$ cat src/rtl/wb_lsu_pkg.sv
// Shared definitions for the wb_lsu load/store unit.
// Contents: size_i encodings, FSM state enum, byte-count helper.
// Build option: LSU_ALIGN_CHECK_EN (consumed by wb_lsu).
package lsu_pkg;

  localparam logic [1:0] SZ_BYTE  = 2'b00;
  localparam logic [1:0] SZ_HWORD = 2'b01;
  localparam logic [1:0] SZ_WORD  = 2'b10;
  localparam logic [1:0] SZ_DWORD = 2'b11;

  typedef enum logic [1:0] {
    ST_IDLE  = 2'd0,
    ST_ISSUE = 2'd1,
    ST_WAIT  = 2'd2
  } state_e;

  // Number of bytes moved by an access of the given size code (1,2,4,8).
  function automatic logic [3:0] size_bytes(input logic [1:0] sz);
    return 4'd1 << sz;
  endfunction

endpackage

$ cat src/rtl/wb_lsu_if.sv
// Pipelined Wishbone B.4 master-port bundle used by wb_lsu.
// Signals: wbmadr_o, wbmdat_o, wbmsel_o, wbmwe_o, wbmstb_o, wbmcyc_o
// (master to slave) and wbmack_i, wbmstall_i, wbmerr_i, wbmdat_i
// (slave to master). Suffixes are from the LSU's point of view.
interface wb_lsu_if #(
  parameter int BUS_WIDTH = 16
) ();
  localparam int BUS_BYTES = BUS_WIDTH / 8;

  logic [63:0]          wbmadr_o;
  logic [BUS_WIDTH-1:0] wbmdat_o;
  logic [BUS_BYTES-1:0] wbmsel_o;
  logic                 wbmwe_o;
  logic                 wbmstb_o;
  logic                 wbmcyc_o;
  logic                 wbmack_i;
  logic                 wbmstall_i;
  logic                 wbmerr_i;
  logic [BUS_WIDTH-1:0] wbmdat_i;

  modport master (
    output wbmadr_o, wbmdat_o, wbmsel_o, wbmwe_o, wbmstb_o, wbmcyc_o,
    input  wbmack_i, wbmstall_i, wbmerr_i, wbmdat_i
  );

  modport slave (
    input  wbmadr_o, wbmdat_o, wbmsel_o, wbmwe_o, wbmstb_o, wbmcyc_o,
    output wbmack_i, wbmstall_i, wbmerr_i, wbmdat_i
  );
endinterface

$ cat src/rtl/wb_lsu_lane.sv
// lsu_lane: combinational byte-lane steering for wb_lsu.
// Ports:
//   size_i, signed_i   access size code and load sign-extension enable
//   off_i              byte offset of the access inside a bus word
//   beat_i             current store beat index
//   st_dat_i           right-justified store data
//   ld_raw_i           assembled load data (beat 0 in the low bits)
//   sel_o, wdat_o      byte selects and write data for the current beat
//   ld_res_o           extracted and extended load result
module lsu_lane
  import lsu_pkg::*;
#(
  parameter int BUS_WIDTH = 16
) (
  input  logic [1:0]                     size_i,
  input  logic                           signed_i,
  input  logic [$clog2(BUS_WIDTH/8)-1:0] off_i,
  input  logic [1:0]                     beat_i,
  input  logic [63:0]                    st_dat_i,
  input  logic [63:0]                    ld_raw_i,
  output logic [BUS_WIDTH/8-1:0]         sel_o,
  output logic [BUS_WIDTH-1:0]           wdat_o,
  output logic [63:0]                    ld_res_o
);
  localparam int         BUS_BYTES = BUS_WIDTH / 8;
  localparam logic [3:0] BB        = 4'(BUS_BYTES);

  function automatic logic [63:0] extend(input logic [63:0] v, input logic [1:0] sz,
                                         input logic sgn);
    case (sz)
      SZ_BYTE:  return {{56{sgn & v[7]}},  v[7:0]};
      SZ_HWORD: return {{48{sgn & v[15]}}, v[15:0]};
      SZ_WORD:  return {{32{sgn & v[31]}}, v[31:0]};
      default:  return v;
    endcase
  endfunction

  logic [3:0]           nbytes;
  logic                 sub;
  logic [BUS_BYTES-1:0] mask;
  logic [3:0]           idx;
  logic [63:0]          shifted;

  assign nbytes = size_bytes(size_i);
  assign sub    = (nbytes < BB);

  always_comb begin
    mask   = '0;
    idx    = '0;
    sel_o  = '1;
    wdat_o = st_dat_i[int'(beat_i) * BUS_WIDTH +: BUS_WIDTH];
    if (sub) begin
      for (int i = 0; i < BUS_BYTES; i++) begin
        mask[i] = (4'(i) < nbytes);
        // Lane i carries store byte (i mod access_bytes): replication.
        idx = 4'(i) & (nbytes - 4'd1);
        wdat_o[i*8 +: 8] = st_dat_i[{idx[2:0], 3'b000} +: 8];
      end
      sel_o = mask << off_i;
    end
  end

  // Wide accesses are aligned, so off_i is zero for them and the shift is a no-op.
  assign shifted  = ld_raw_i >> {off_i, 3'b000};
  assign ld_res_o = extend(shifted, size_i, signed_i);

endmodule

$ cat src/rtl/wb_lsu.sv
// wb_lsu: load/store unit bridging the 64-bit execute stage to a
// pipelined Wishbone B.4 master port of BUS_WIDTH bits (16/32/64).
// Ports:
//   clk_i, reset_i           clock, asynchronous active-high reset
//   valid_i, nomem_i, we_i   start access / pass-through / store select
//   size_i, signed_i         access size, load sign extension
//   addr_i, dat_i            effective address (or pass value), store data
//   busy_o, rwe_o, dat_o     bus cycle active, register write strobe, result
//   err_o                    one-cycle access fault
//   wb                       Wishbone master port (wb_lsu_if.master)
// Build option: LSU_ALIGN_CHECK_EN rejects misaligned accesses with err_o;
// without it the low address bits of an access are forced to zero.
module wb_lsu
  import lsu_pkg::*;
#(
  parameter int BUS_WIDTH = 16
) (
  input  logic        clk_i,
  input  logic        reset_i,
  input  logic        valid_i,
  input  logic        nomem_i,
  input  logic        we_i,
  input  logic [1:0]  size_i,
  input  logic        signed_i,
  input  logic [63:0] addr_i,
  input  logic [63:0] dat_i,
  output logic        busy_o,
  output logic        rwe_o,
  output logic [63:0] dat_o,
  output logic        err_o,
  wb_lsu_if.master    wb
);
  localparam int         BUS_BYTES = BUS_WIDTH / 8;
  localparam int         OFFW      = $clog2(BUS_BYTES);
  localparam logic [3:0] BB        = 4'(BUS_BYTES);

  state_e               state_q, state_d;
  logic [63:0]          addr_q, addr_d, sdat_q, sdat_d, asm_q, asm_d, dat_q, dat_d;
  logic [1:0]           size_q, size_d;
  logic                 sgn_q, sgn_d, we_q, we_d, rwe_q, rwe_d, err_q, err_d;
  logic [3:0]           beat_q, beat_d, ack_q, ack_d;
  logic [3:0]           nbytes, nbeats;
  logic [63:0]          amask, asm_mrg, ld_res;
  logic [BUS_WIDTH-1:0] wdat;
  logic [BUS_BYTES-1:0] sel;
  logic                 go, stb;

  assign nbytes = size_bytes(size_q);
  assign nbeats = (nbytes <= BB) ? 4'd1 : (nbytes >> OFFW);
  assign amask  = 64'(size_bytes(size_i)) - 64'd1;

`ifdef LSU_ALIGN_CHECK_EN
  logic misal;
  assign misal = |(addr_i & amask);
`endif

  // Assembly register with the beat arriving this cycle already merged, so
  // the final ack can write the extended result in the same cycle.
  always_comb begin
    asm_mrg = asm_q;
    asm_mrg[int'(ack_q[1:0]) * BUS_WIDTH +: BUS_WIDTH] = wb.wbmdat_i;
  end

  lsu_lane #(.BUS_WIDTH(BUS_WIDTH)) u_lane (
    .size_i   (size_q),
    .signed_i (sgn_q),
    .off_i    (addr_q[OFFW-1:0]),
    .beat_i   (beat_q[1:0]),
    .st_dat_i (sdat_q),
    .ld_raw_i (asm_mrg),
    .sel_o    (sel),
    .wdat_o   (wdat),
    .ld_res_o (ld_res)
  );

  always_ff @(posedge clk_i or posedge reset_i) begin
    if (reset_i) begin
      state_q <= ST_IDLE;
      addr_q  <= '0;
      sdat_q  <= '0;
      asm_q   <= '0;
      dat_q   <= '0;
      size_q  <= SZ_BYTE;
      sgn_q   <= 1'b0;
      we_q    <= 1'b0;
      rwe_q   <= 1'b0;
      err_q   <= 1'b0;
      beat_q  <= '0;
      ack_q   <= '0;
    end else begin
      state_q <= state_d;
      addr_q  <= addr_d;
      sdat_q  <= sdat_d;
      asm_q   <= asm_d;
      dat_q   <= dat_d;
      size_q  <= size_d;
      sgn_q   <= sgn_d;
      we_q    <= we_d;
      rwe_q   <= rwe_d;
      err_q   <= err_d;
      beat_q  <= beat_d;
      ack_q   <= ack_d;
    end
  end

  always_comb begin
    state_d = state_q;
    addr_d  = addr_q;
    sdat_d  = sdat_q;
    asm_d   = asm_q;
    dat_d   = dat_q;
    size_d  = size_q;
    sgn_d   = sgn_q;
    we_d    = we_q;
    beat_d  = beat_q;
    ack_d   = ack_q;
    rwe_d   = 1'b0;
    err_d   = 1'b0;
    go      = 1'b0;
    case (state_q)
      ST_IDLE: begin
        if (nomem_i) begin
          dat_d = addr_i;
          rwe_d = 1'b1;
        end else if (valid_i) begin
`ifdef LSU_ALIGN_CHECK_EN
          go    = ~misal;
          err_d = misal;
`else
          go    = 1'b1;
`endif
          if (go) begin
            addr_d  = addr_i & ~amask;
            size_d  = size_i;
            sgn_d   = signed_i;
            we_d    = we_i;
            sdat_d  = dat_i;
            beat_d  = '0;
            ack_d   = '0;
            asm_d   = '0;
            state_d = ST_ISSUE;
          end
        end
      end
      ST_ISSUE, ST_WAIT: begin
        if (wb.wbmerr_i) begin
          // Error wins over a simultaneous ack; remaining beats are dropped.
          err_d   = 1'b1;
          state_d = ST_IDLE;
        end else begin
          if (state_q == ST_ISSUE && !wb.wbmstall_i) begin
            beat_d = beat_q + 4'd1;
            if (beat_q == nbeats - 4'd1) state_d = ST_WAIT;
          end
          if (wb.wbmack_i) begin
            asm_d = asm_mrg;
            ack_d = ack_q + 4'd1;
            if (ack_q + 4'd1 == nbeats) begin
              state_d = ST_IDLE;
              if (!we_q) begin
                dat_d = ld_res;
                rwe_d = 1'b1;
              end
            end
          end
        end
      end
      default: state_d = ST_IDLE;
    endcase
  end

  assign stb          = (state_q == ST_ISSUE);
  assign busy_o       = (state_q != ST_IDLE);
  assign rwe_o        = rwe_q;
  assign err_o        = err_q;
  assign dat_o        = dat_q;
  assign wb.wbmcyc_o  = (state_q != ST_IDLE);
  assign wb.wbmstb_o  = stb;
  assign wb.wbmwe_o   = stb & we_q;
  assign wb.wbmadr_o  = stb ? ({addr_q[63:OFFW], {OFFW{1'b0}}} + (64'(beat_q) << OFFW)) : '0;
  assign wb.wbmdat_o  = stb ? wdat : '0;
  assign wb.wbmsel_o  = stb ? sel : '0;

endmodule
$ cat src/flat_wrapper.sv
// flat-port wrapper written by rule: the top's interface ports become plain ports
module wb_lsu_flat import lsu_pkg::*;
#(
  parameter int BUS_WIDTH = 16
)
  (clk_i, reset_i, valid_i, nomem_i, we_i, size_i, signed_i, addr_i, dat_i, busy_o, rwe_o, dat_o, err_o, wb_wbmadr_o, wb_wbmdat_o, wb_wbmsel_o, wb_wbmwe_o, wb_wbmstb_o, wb_wbmcyc_o, wb_wbmack_i, wb_wbmstall_i, wb_wbmerr_i, wb_wbmdat_i);
  wb_lsu_if #(.BUS_WIDTH(BUS_WIDTH)) wb_i ();
  input  logic clk_i;
  input  logic reset_i;
  input  logic valid_i;
  input  logic nomem_i;
  input  logic we_i;
  input  logic [1:0] size_i;
  input  logic signed_i;
  input  logic [63:0] addr_i;
  input  logic [63:0] dat_i;
  output logic busy_o;
  output logic rwe_o;
  output logic [63:0] dat_o;
  output logic err_o;
  output wire logic [$bits(wb_i.wbmadr_o)-1:0] wb_wbmadr_o;
  output wire logic [$bits(wb_i.wbmdat_o)-1:0] wb_wbmdat_o;
  output wire logic [$bits(wb_i.wbmsel_o)-1:0] wb_wbmsel_o;
  output wire logic [$bits(wb_i.wbmwe_o)-1:0] wb_wbmwe_o;
  output wire logic [$bits(wb_i.wbmstb_o)-1:0] wb_wbmstb_o;
  output wire logic [$bits(wb_i.wbmcyc_o)-1:0] wb_wbmcyc_o;
  input wire logic [$bits(wb_i.wbmack_i)-1:0] wb_wbmack_i;
  input wire logic [$bits(wb_i.wbmstall_i)-1:0] wb_wbmstall_i;
  input wire logic [$bits(wb_i.wbmerr_i)-1:0] wb_wbmerr_i;
  input wire logic [$bits(wb_i.wbmdat_i)-1:0] wb_wbmdat_i;
  assign wb_wbmadr_o = wb_i.wbmadr_o;
  assign wb_wbmdat_o = wb_i.wbmdat_o;
  assign wb_wbmsel_o = wb_i.wbmsel_o;
  assign wb_wbmwe_o = wb_i.wbmwe_o;
  assign wb_wbmstb_o = wb_i.wbmstb_o;
  assign wb_wbmcyc_o = wb_i.wbmcyc_o;
  assign wb_i.wbmack_i = wb_wbmack_i;
  assign wb_i.wbmstall_i = wb_wbmstall_i;
  assign wb_i.wbmerr_i = wb_wbmerr_i;
  assign wb_i.wbmdat_i = wb_wbmdat_i;
  wb_lsu #(.BUS_WIDTH(BUS_WIDTH)) u_core (.clk_i(clk_i), .reset_i(reset_i), .valid_i(valid_i), .nomem_i(nomem_i), .we_i(we_i), .size_i(size_i), .signed_i(signed_i), .addr_i(addr_i), .dat_i(dat_i), .busy_o(busy_o), .rwe_o(rwe_o), .dat_o(dat_o), .err_o(err_o), .wb(wb_i));
endmodule
$ cat config.mk
export PLATFORM = sky130hd
export DESIGN_NAME = wb_lsu_flat
export DESIGN_NICKNAME = d
export VERILOG_FILES = /design/src/rtl/wb_lsu_pkg.sv /design/src/rtl/wb_lsu_if.sv /design/src/rtl/wb_lsu_lane.sv /design/src/rtl/wb_lsu.sv /design/src/flat_wrapper.sv
export SDC_FILE = /design/constraint.sdc
export NUM_CORES = 1
export LEC_CHECK = 0
export ABC_CLOCK_PERIOD_IN_PS = 32200
export BUFFER_PORTS_ARGS = -buffer_cell sky130_fd_sc_hd__buf_2
export CAP_MARGIN = 40
export CORE_AREA = 5 5 204 206
export DETAILED_ROUTE_END_ITERATION = 10
export DIE_AREA = 0 0 209 211
export SLEW_MARGIN = 20
export SYNTH_ARGS = -nofsm -noshare
export SYNTH_HDL_FRONTEND = slang
export SYNTH_SLANG_ARGS = --single-unit
$ cat constraint.sdc
create_clock -name clk_i -period 32.2 [get_ports clk_i]
set_clock_uncertainty 0.15 [all_clocks]
set_input_delay 8.05 -clock clk_i [delete_from_list [all_inputs] [get_ports clk_i]]
set_output_delay 8.05 -clock clk_i [all_outputs]
set_load 0.05 [all_outputs]
---- Yosys cells after proc, flatten, opt, wreduce, memory -nomap -nowiden ----
Index checks and enable logic that the tools add are counted.
W data, S select, Z words.
operators by class
  $lt $le $gt $ge ......................... 4
  reductions and logical operators ........ 12
  muxes and demuxes ....................... 43
  equality and inequality tests ........... 14
  add/sub/neg operators ................... 7
  shift operators ......................... 8
  bitwise operators ....................... 7
operator list
  kind                        count
  $mux W64                    10
  $pmux W64 S2                2
  $pmux W64 S3                1
  $add A64 B5 Y64             1
  $and A64 B64 Y64            1
  $bwmux W64                  1
  $not A64 Y64                1
  $shift A16 B33 Y64 const A  1
  $shiftx A16 B33 Y64         1
  $shiftx A64 B5 Y8           1
  $shiftx A64 B7 Y16          1
  $shr A64 B4 Y64             1
  $neg A6 Y33                 1
  $mux W16                    2
  $mux W4                     6
  $mux W2                     9
  $pmux W4 S2                 2
  $ne A2 B2 Y1 const B        6
  $reduce_and A5 Y1           2
  $add A4 B1 Y4 const B       2
  $eq A4 B4 Y1                2
  $lt A1 B4 Y1 const A        2
  $shl A1 B2 Y4 const A       2
  $mux W1                     7
  other kinds (22)            30
storage, ports and cells
  bits in registers ....................... 272
  logic and storage cells ................. 107
  input bits .............................. 155
  output and inout port bits .............. 152

---- Longest topological paths before layout ----
  depth in word-level cells ............... 11
  mapped depth ............................ 12
  mapped depth without buffers ............ 7

---- Cells and area by module ----
Synthesis repeated with hierarchy kept, for this count alone.
second synthesis, totals
  cell total of the unflattened synthesis .. 1852
  area total of the unflattened synthesis .. 16311.9 um^2
modules (own cells, without submodules)
  module    instances  area each (um^2)  sequential area each (um^2)  cells an instance
  wb_lsu    1          14377.5           6806.5                       1580
  lsu_lane  1          1934.4            0.0                          272

---- Worst setup path before layout ----
OpenSTA, ideal clock, no wires.
  path kind ............................... reg-to-output
  start ................................... register u_core.beat_q[0]
  end ..................................... output port wb_wbmadr_o[41]
  arrival ................................. 3.285 ns
  slack ................................... 20.715 ns
  buffers on the path ..................... 1
  cell stages (with the launch flop) ...... 8
  cells stage by stage .................... dfrtp_1 ha_1 fa_1 a21oi_1 o21ai_0 nand4_1 clkbuf_1 o41ai_1
on the way
  cells in the longest elaborated chain, start to end .. 2
RTL lines
  item                    line                RTL
  start, declared         wb_lsu.sv:41        logic [3:0] beat_q, beat_d, ack_q, ack_d;
  start signal, assigned  wb_lsu.sv:101       beat_q <= beat_d;
  $add A64 B5 Y64         wb_lsu.sv:180       assign wb.wbmadr_o = stb ? ({addr_q[63:OFFW], {OFFW{1'b0}}} + (64'(beat_q) << OFFW)) : '0;
  $mux W64                wb_lsu.sv:180
  end, declared           flat_wrapper.sv:21  output wire logic [$bits(wb_i.wbmadr_o)-1:0] wb_wbmadr_o;
Every way passes these cells.

---- Worst setup path in the final report ----
  start ................................... register u_core.beat_q[1]
  end ..................................... output port wb_wbmadr_o[51]
The elaborated chain is that of the path after synthesis.

==> flow_metrics.tcl <==
set metrics [dict create \
    status "finished clean" \
    grt_pass1_vias 14000 \
    slowest_delay_ns 0.72 \
    synthArstFlopShare 1.00 \
    layout_common_cells "305 x buf_2, 281 x nand2_1, 272 x dfrtp_1" \
    reg2reg_from "u_core.ack_q[0]$_DFFE_PP0P_" \
    dpl_cell_area_mm2 0.0175 \
    cts_resized 0 \
    via_per_inst 5.73 \
    final-hold-violation-count 0 \
    cts_tree "yes" \
    area.growth.synth_to_final_pct 20.0 \
    yosysTopAreaCell "dfrtp_1" \
    tightest_slew_ns 0.814 \
    fill_cells 3840 \
    dr.first_iter.drc_count 1402 \
    wl_um 55200 \
    slowest_stage "dfrtp_1" \
    design_area_mm2 0.0187 \
    yosys_warnings 0 \
    crit_family "simple AND/OR/NAND/NOR gates" \
    cts_sinks 272 \
    drt-wirelength-per-cell_um 22.3 \
    clk_path_buf_depth 3 \
    post-route-min-period_ns 12.11 \
    mostFrequentLayoutCell "buf_2" \
    hold-path-cell-count 2 \
    hpwl_um 40700 \
    coreArea_mm2 0.0395 \
    clk_latency_ns 0.58 \
    synth_fp_nets 1868 \
    drc 0 \
    post_cts_buffers 0 \
    whs_ns 0.321 \
    cp.depth 8 \
    fin_crit_sh 0.376 \
    critPathKind "reg -> out" \
    cp-end-kind "primary output" \
    ios 307 \
    crit_fanout 20 \
    rsz0062_at_grt "no" \
    hold_buffers 0 \
    setup_viol 0 \
    path_clk_slew_ns 0.06 \
    start_util 0.394 \
    synth_area_mm2 0.0155 \
    nNetsFinal 2095 \
    grt-ovfl-total 0 \
    route.vias.total 14200 \
    netlist_instances 1697 \
    finalSetupTns_ns 0 \
    irDropWorstVdd_mv 0.0871 \
    dieArea_mm2 0.0441 \
    drive_gt1_frac 0.270 \
    antenna_found_initial 9 \
    max_cap_violations 0 \
    holdCritStartpoint "u_core.asm_q[46]$_DFFE_PP0P_" \
    worstPathCellList "fa_1, a21oi_1, o21ai_0, buf_4, nand4_1, or4_1, a21oi_1, buf_2" \
    grt_pass1_wl_um 83900 \
    io_buffers 305 \
    critPathLaunch "u_core.beat_q[1]$_DFFE_PP0P_" \
    h-tree-depth 1 \
    synth-seq-area-share 0.438 \
    ant_nets 0 \
    crit_top_cell "a21oi_1" \
    hp-class "reg -> reg" \
    rows 73 \
    r2r_setup_slack_ns 28.28 \
    ys_seq_elements 272 \
    synth_cell_types 70 \
    fmax_mhz 82.5 \
    p_leak_nw 8.15 \
    numCtsBuffers 31 \
    die_y_um 211 \
    reg2reg_to "u_core.dat_o[61]$_DFFE_PP0P_" \
    slew_viol_final 0 \
    critPathRequiredTime_ns 24.00 \
    syn_area_per_cell_um2 9.16 \
    grt_use_total 0.241 \
    cellPowerDensity_mw_per_mm2 121 \
    finish.cell_count_without_fillers 2480 \
    grt_max_degree 82 \
    dp.cells 2412 \
    fp.dieW_um 209 \
    min_to "u_core.asm_q[46]$_DFFE_PP0P_" \
    reg2reg_depth 8 \
    gp_congestion 0.884 \
    ys.flop_type "dfrtp_1" \
    synth_top_area_frac 0.438 \
    worst-path-buf-inv 2 \
    max_slew_margin 0.456 \
    firstDrtPassIters 6 \
    clockRootBuffer "clkbuf_16" \
    synth_area_leaders "dfrtp_1 44%, mux2_2 7.1%, nand2_1 6.8%, o21ai_0 5.0%, a21oi_1 3.8%" \
    synth_edf_count 0 \
    critPathLaunchType "register" \
    crit_arrival_ns 3.91 \
]
## how the worst max path moves through the flow
stage                                   to  slack (ns)
3_5_place_dp               wb_wbmadr_o[51]       20.76
6_report                   wb_wbmadr_o[51]       20.09
3_3_place_gp               wb_wbmadr_o[61]       20.41
4_1_cts                    wb_wbmadr_o[51]       20.14
5_1_grt                    wb_wbmadr_o[57]       19.82
2_1_floorplan  u_core.ack_q[0]$_DFFE_PP0P_       16.50
## cell families after synthesis
logic type	after synthesis	synth area share
flops	272	0.438
fa+ha+maj	16	0.0134
compound gates	500	0.206
buf+inv	161	0.0423
xor+xnor	29	0.0163
other cells	1	0.000241
mux	121	0.0995
simple gates	597	0.184
## Yosys cell counts, types with 20 or more instances
cell type / number
nand2_1: 282
dfrtp_1: 272
o21ai_0: 156
a21oi_1: 117
clkbuf_1: 108
mux2_2: 98
nor2_1: 90
nor2b_1: 55
a31oi_1: 42
or3_1: 40
o31ai_1: 27
buf_2: 24
xor2_1: 23
nand3_1: 20
## area by class of cell
class	count	area [µm²]	share of cell area
sequential	272	6810	0.365
antenna	7	17.5	0.000939
tap	525	657	0.0352
timing repair buffer	337	1900	0.102
clock inverter	14	178	0.00953
inverter	18	75.1	0.00402
multi-input combinational	1264	8130	0.436
clock buffer	43	891	0.0478
## flip-flops by register name (all words and copies together) (netlist names)
register,cells
u_core.beat_q,4
u_core.err_o,1
u_core.addr_q,64
u_core.rwe_o,1
u_core.dat_o,64
u_core.ack_q,4
u_core.we_q,1
u_core.state_q,2
u_core.size_q,2
u_core.sdat_q,64
u_core.sgn_q,1
u_core.asm_q,64
## where the power goes
part	switching, mW	leakage (nW)	internal [mW]
Combinational	0.863	4.27	0.392
Sequential	0.130	3.34	0.505
Clock	0.148	0.535	0.224
## through the flow
| step | util | power, mW | setup WS, ns |
|---|---|---|---|
| after detailed placement | 0.443 | 1.88 | 20.76 |
| final | 0.473 | 2.26 | 20.09 |
| after CTS | 0.470 | 2.26 | 20.14 |
| after global placement | 0.439 | 1.86 | 20.41 |
| after global routing | 0.472 | 2.40 | 19.82 |
| after floorplan | - | 1.54 | 16.50 |
## worst register-to-register path, stage by stage (launching register included)
cell and delay [ns]:
dfrtp_1 0.73, inv_1 0.19, ha_1 0.51, and3b_1 0.29, a311oi_1 0.47, a2bb2oi_4 0.52
o2111ai_2 0.41, buf_8 0.28, o221a_2 0.26
## layer usage
| layer | up-vias | global-route usage | routed length [µm] |
|---|---|---|---|
| met5 | - | 0 | 45 |
| met3 | 100 | 0.0579 | 4400 |
| met2 | 581 | 0.388 | 25800 |
| met4 | 6 | 0.0720 | 1840 |
| li1 | 6637 | - | - |
| met1 | 6880 | 0.325 | 23100 |
(Power assumes the default switching activity.)
